<file path="src/rtl/ringosc_freq_meter_pkg.sv">
// Shared definitions for the ring oscillator frequency meter.
package ringosc_freq_meter_pkg;

    // FSM state encoding
    localparam logic [1:0] ST_IDLE    = 2'd0;
    localparam logic [1:0] ST_SETTLE  = 2'd1;
    localparam logic [1:0] ST_MEASURE = 2'd2;
    localparam logic [1:0] ST_DONE    = 2'd3;

    // Default widths
    localparam int DEF_CNT_W         = 16;
    localparam int DEF_GATE_W        = 16;
    localparam int DEF_SETTLE_CYCLES = 16;

    function automatic int max_int(input int a, input int b);
        return (a > b) ? a : b;
    endfunction

endpackage

</file>
<file path="src/rtl/ringosc_freq_meter_sync_edge_det.sv">
// Two-flop synchronizer followed by a rising-edge pulse generator.
module ringosc_freq_meter_sync_edge_det (
    input  logic clk,
    input  logic rst,
    input  logic async_i,
    output logic sync_o,
    output logic rise_o
);

    logic s1_q;
    logic s2_q;
    logic s3_q;

    // Synchronizer chain plus one delay flop for edge detection
    always_ff @(posedge clk) begin
        if (rst) begin
            s1_q <= 1'b0;
            s2_q <= 1'b0;
            s3_q <= 1'b0;
        end else begin
            s1_q <= async_i;
            s2_q <= s1_q;
            s3_q <= s2_q;
        end
    end

    assign sync_o = s2_q;
    assign rise_o = s2_q & ~s3_q;

endmodule

</file>
<file path="src/rtl/ringosc_freq_meter.sv">
// Ring oscillator frequency meter: enable, settle, count edges over a gate window.
//
// state   | meaning
// --------+-----------------------------------------------------------
// IDLE    | waiting for start; result registers hold last measurement
// SETTLE  | oscillator enabled, timer runs 0..SETTLE_CYCLES, no counting
// MEASURE | gate_q cycles of rising-edge counting (saturating)
// DONE    | one cycle, done pulse, oscillator disabled
module ringosc_freq_meter
    import ringosc_freq_meter_pkg::*;
#(
    parameter int CNT_W         = DEF_CNT_W,
    parameter int GATE_W        = DEF_GATE_W,
    parameter int SETTLE_CYCLES = DEF_SETTLE_CYCLES
) (
    input  logic              clk,
    input  logic              rst,
    input  logic              start_i,
    input  logic [GATE_W-1:0] gate_cycles_i,
    input  logic              osc_in_i,
    output logic              osc_en_o,
    output logic              busy_o,
    output logic              done_o,
    output logic [CNT_W-1:0]  count_o,
    output logic              overflow_o
);

    localparam int TMR_W = max_int(GATE_W, $clog2(SETTLE_CYCLES + 1));
    localparam logic [TMR_W-1:0] SETTLE_LAST = TMR_W'(SETTLE_CYCLES);
    localparam logic [TMR_W-1:0] TMR_ONE     = TMR_W'(1);
    localparam logic [CNT_W-1:0] CNT_ONE     = CNT_W'(1);

    logic [1:0]        state_q, state_d;
    logic [TMR_W-1:0]  timer_q, timer_d;
    logic [GATE_W-1:0] gate_q, gate_d;
    logic [CNT_W-1:0]  count_q, count_d;
    logic              ovf_q, ovf_d;
    logic              osc_en_q, busy_q, done_q;
    logic [TMR_W-1:0]  gate_last;
    logic              osc_sync;
    logic              osc_rise;

    ringosc_freq_meter_sync_edge_det u_sync (
        .clk     (clk),
        .rst     (rst),
        .async_i (osc_in_i),
        .sync_o  (osc_sync),
        .rise_o  (osc_rise)
    );

    // MEASURE only runs with gate_q != 0, so the subtraction cannot wrap there
    assign gate_last = TMR_W'(gate_q) - TMR_ONE;

    // Next-state, timer and saturating counter logic
    always_comb begin
        state_d = state_q;
        timer_d = timer_q;
        gate_d  = gate_q;
        count_d = count_q;
        ovf_d   = ovf_q;
        case (state_q)
            ST_IDLE: begin
                if (start_i) begin
                    state_d = ST_SETTLE;
                    gate_d  = gate_cycles_i;
                    timer_d = '0;
                    count_d = '0;
                    ovf_d   = 1'b0;
                end
            end
            ST_SETTLE: begin
                if (timer_q == SETTLE_LAST) begin
                    timer_d = '0;
                    state_d = (gate_q == '0) ? ST_DONE : ST_MEASURE;
                end else begin
                    timer_d = timer_q + TMR_ONE;
                end
            end
            ST_MEASURE: begin
                if (osc_rise) begin
                    if (&count_q) begin
                        ovf_d = 1'b1;
                    end else begin
                        count_d = count_q + CNT_ONE;
                    end
                end
                if (timer_q == gate_last) begin
                    timer_d = '0;
                    state_d = ST_DONE;
                end else begin
                    timer_d = timer_q + TMR_ONE;
                end
            end
            ST_DONE: begin
                state_d = ST_IDLE;
            end
            default: begin
                state_d = ST_IDLE;
            end
        endcase
    end

    // State and output registers; outputs decoded from next state so they are glitch-free flops
    always_ff @(posedge clk) begin
        if (rst) begin
            state_q  <= ST_IDLE;
            timer_q  <= '0;
            gate_q   <= '0;
            count_q  <= '0;
            ovf_q    <= 1'b0;
            osc_en_q <= 1'b0;
            busy_q   <= 1'b0;
            done_q   <= 1'b0;
        end else begin
            state_q  <= state_d;
            timer_q  <= timer_d;
            gate_q   <= gate_d;
            count_q  <= count_d;
            ovf_q    <= ovf_d;
            osc_en_q <= (state_d == ST_SETTLE) || (state_d == ST_MEASURE);
            busy_q   <= (state_d != ST_IDLE);
            done_q   <= (state_d == ST_DONE);
        end
    end

    assign osc_en_o   = osc_en_q;
    assign busy_o     = busy_q;
    assign done_o     = done_q;
    assign count_o    = count_q;
    assign overflow_o = ovf_q;

    // Synchronized level is available for observation but not needed here
    logic unused_sync;
    assign unused_sync = osc_sync;

endmodule

</file>
<file path="config.mk">
export PLATFORM = sky130hd
export DESIGN_NAME = ringosc_freq_meter
export DESIGN_NICKNAME = d
export VERILOG_FILES = /design/src/rtl/ringosc_freq_meter_pkg.sv /design/src/rtl/ringosc_freq_meter_sync_edge_det.sv /design/src/rtl/ringosc_freq_meter.sv
export SDC_FILE = /design/constraint.sdc
export NUM_CORES = 1
export LEC_CHECK = 0
export CAP_MARGIN = 0
export CORE_AREA = 8 8 87 128
export DETAILED_ROUTE_END_ITERATION = 7
export DIE_AREA = 0 0 95 136
export GPL_TIMING_DRIVEN = 0
export PLACE_DENSITY = 0.52
export SYNTH_ARGS = -nofsm -noshare
export SYNTH_HDL_FRONTEND = slang
export SYNTH_SLANG_ARGS = --single-unit
</file>
<file path="constraint.sdc">
create_clock -name clk -period 7.75 [get_ports clk]
set_input_delay 1.55 -clock clk [delete_from_list [all_inputs] [get_ports clk]]
set_output_delay 1.55 -clock clk [all_outputs]
set_load 0.02 [all_outputs]
</file>
==> summary.md <==
| Metric | Value |
|---|---|
| Maximum clock rate | `about 260 MHz` |
| Placed inst area | `between 3000 and 4000 sq um` |
| Pre-CTS setup slack | `3160 ps` |
| Die X | `95 um` |
| Initial antenna violation count | `0` |
| Post-CTS Hold Fix Bufs | `0` |
| Critical path's largest stage delay | `~640 ps` |
| Sw Pwr | `around 210 uW` |
| Drt first-iter violations | `102` |
| Final RePlAce weighted congestion | `0.797` |
| Port-buffer cells | `39` |
| Asr flop ratio synth | `0` |
| Worst Setup Path Type | `in -> reg` |
| Crit-path cells | `clkdlybuf4s50_1, nor2b_1, nor4b_2, and3_1, clkbuf_1, or2_4, buf_6, a22o_1` |
| Post-Layout Inst Area | `between 4000 and 5000 sq um` |
| CTS HTree Levels | `3` |
| Final Core Density | `0.442` |
| Worst Setup End Kind | `flip-flop` |
| Max-slew headroom | `0.503` |
| Area grow syn2layout | `27.0%` |
| Period utilization | `0.488` |
| Routed Antenna Nets | `0` |
| Slew of the pin with the lowest slew margin | `about 740 ps` |
| Run status | `finished, final reports clean` |
| CP Launch Type | `input port` |
| Power density over the cells | `between 200 and 250 nW/um^2` |
| Max Root-Sink Buffers | `2` |
| CP required | `between 8000 and 9000 ps` |
| CP max FO | `10` |
| GR Overflow Total | `0` |
| Buf+Inv Stages, Crit Path | `3` |
| Clk pwr share | `0.521` |
| Synthesized area per cell | `a little under 8 sq um` |
| N_diodes | `0` |
| Clock-pin transition on the worst setup and hold timing paths | `roughly 50 ps` |
| Via-to-Cell Ratio | `5.19` |
| Clock period minus final worst setup slack | `about 3800 ps` |
| Proportion of power drawn by combinational gates | `0.125` |
| Setup slack after layout | `between 3000 and 4000 ps` |
| Seq pwr share | `0.354` |
| Synth unique cells | `53` |
| # rows | `44` |
| Largest net degree at the start of global routing | `11` |
| Synth warn | `0` |
| Switching share of power | `0.236` |
| Post-CTS Setup Repair Bufs | `0` |
| Sequential share of the synthesized area | `0.348` |
| Total chip power | `879 uW` |
| CP arrival | `between 4000 and 5000 ps` |
| Drt drc | `0` |
| Routed len/inst | `~15 um` |
| TritonCTS Sinks | `57` |
| Leakage | `around 0.0016 uW` |
| DR vias | `around 3000` |
| Worst-Skew Late Latency | `approximately 330 ps` |
| Slew Viols, Final | `0` |
| Maximum VDD drop | `roughly 0.11 mV` |
| Final wirelength | `between 8 and 9 mm` |
| Total CTS buffers | `9` |
| Cell family with most CP delay | `simple AND/OR/NAND/NOR gates` |
| TritonRoute pass-1 iters | `4` |
| Global-route wire length before repair | `about 15 mm` |
| Fin nets | `about 500` |
| Post-CTS sizing | `0` |
| Clock root buffer | `clkbuf_16` |
| Endpoints failing setup | `0` |
| Clk_skew | `6.93 ps` |
| Total GRT Usage | `0.147` |
| Setup_tns | `0 ps` |
| Pint | `672 uW` |
| Core Area | `~9400 sq um` |
| Hold Crit Class | `reg -> reg` |
| Primary FF master, synth | `dfxtp_1` |
| CTS tree | `yes` |
| Post-synth EDFFs | `0` |
| Layout cells sized above 1 | `0.0678` |
| Synthesized area | `about 3300 sq um` |
| Synth Net Count | `about 450` |
| DIE HEIGHT | `136 um` |
| Final hold vios | `0` |
| Syn Inst Count | `418` |
| I/O pin cnt | `40` |
| Initial core utilization | `0.348` |
| Slowest cell on crit path | `nor4b_2` |
| Unrepaired setup endpoints after global routing | `no` |
| Detail Placement HPWL | `about 7 mm` |
| Max_cap viols | `0` |
| Number of synthesized register bits | `between 50 and 60` |
| DIE AREA | `~13000 sq um` |
| Vias in the first global route | `roughly 3000` |
[power groups by stage]
stage                     combinational (uW)  clock [uW]  sequential [uW]
after floorplan                         76.8           0              316
after global placement                   109           0              317
after detailed placement                 111           0              317
after CTS                                112         468              311
after global routing                     123         480              312
final                                    110         458              311
[cell families (layout without fill, tap and decap cells)]
kind of cell	Yosys count	count (layout)	share of synthesized area
AOI/OAI and AO/OA	86	86	0.170
xor gates and xnor gates	31	31	0.0829
adders and majority gates	10	10	0.0382
buffers and inverters	35	89	0.0436
DFF	57	57	0.348
muxes	3	3	0.00993
and+or+nand+nor	196	196	0.307
[registers in the layout, indices dropped and copies added, names as in the netlist]
| signal | cells |
|---|---|
| overflow_o | 1 |
| timer_q | 16 |
| count_o | 16 |
| u_sync.s1_q | 1 |
| u_sync.sync_o | 1 |
| u_sync.s3_q | 1 |
| done_o | 1 |
| state_q | 2 |
| busy_o | 1 |
| osc_en_o | 1 |
| gate_q | 16 |
[path summary, 6_finish.rpt]
| kind | from | end | slack [ps] | cells past startpoint |
|---|---|---|---|---|
| worst max-delay path | start_i | timer_q[5] | 3970 | 8 |
| worst min-delay path | u_sync.s1_q | u_sync.sync_o | 440 | 1 |
| worst max register to register | gate_q[3] | osc_en_o | 4360 | 11 |
| worst min register to register | u_sync.s1_q | u_sync.sync_o | 440 | 1 |
[synthesized netlist by cell type, drive strengths merged (2+ instances only)]
cell,instances,share of area
clkbuf,21,0.024
nor3b,4,0.0092
and2,8,0.015
nor3,10,0.015
dfxtp,57,0.35
nand3,17,0.026
o21ai,15,0.023
xor2,16,0.043
or3,3,0.0057
o31ai,4,0.0092
nand4,12,0.023
a22o,12,0.032
o22a,2,0.0054
mux2,2,0.0069
nor2b,13,0.025
nand2,53,0.061
nand2b,5,0.0096
a21oi,31,0.049
a21o,3,0.0069
or2,4,0.0084
inv,11,0.013
nor2,42,0.048
and3,6,0.011
ha,10,0.038
a31oi,9,0.017
buf,3,0.0069
or4,3,0.0092
xnor2,15,0.040
nor4,8,0.019
nand3b,3,0.0069
[area by class of cell]
type,count,area [sq um]
buffer,24,101
clock buffer,10,239
clock inverter,5,104
fill,966,5260
inverter,11,41.3
multi-input combinational,326,2000
sequential,57,1140
tap,115,144
timing repair buffer,39,390
[layer usage]
layer / vias up / global-route usage / share of wire
met5: - / 0 / 0
met4: 0 / 0.0846 / 0.020
met3: 12 / 0.0354 / 0.033
met2: 38 / 0.270 / 0.54
met1: 1434 / 0.144 / 0.40
li1: 1565 / - / -
[cells in the final DEF (no fill, tap or decap), types with 13 or more instances in the layout]
| cell type | Yosys | final |
|---|---|---|
| dfxtp_1 | 57 | 57 |
| nand2_1 | 53 | 53 |
| nor2_1 | 42 | 42 |
| clkdlybuf4s50_1 | 0 | 39 |
| a21oi_1 | 30 | 30 |
| clkbuf_1 | 21 | 21 |
| nand3_1 | 17 | 17 |
| xor2_1 | 16 | 16 |
| xnor2_1 | 15 | 15 |
| o21ai_0 | 14 | 14 |
| nor2b_1 | 13 | 13 |
[stage by stage]
stage / hold slack [ps] / instances
2_1_floorplan: 414 / 418
3_3_place_gp: 446 / 572
3_5_place_dp: 440 / 572
4_1_cts: 452 / 587
5_1_grt: 473 / 587
6_report: 443 / 587
No activity file was read; power rests on OpenSTA's default activity.
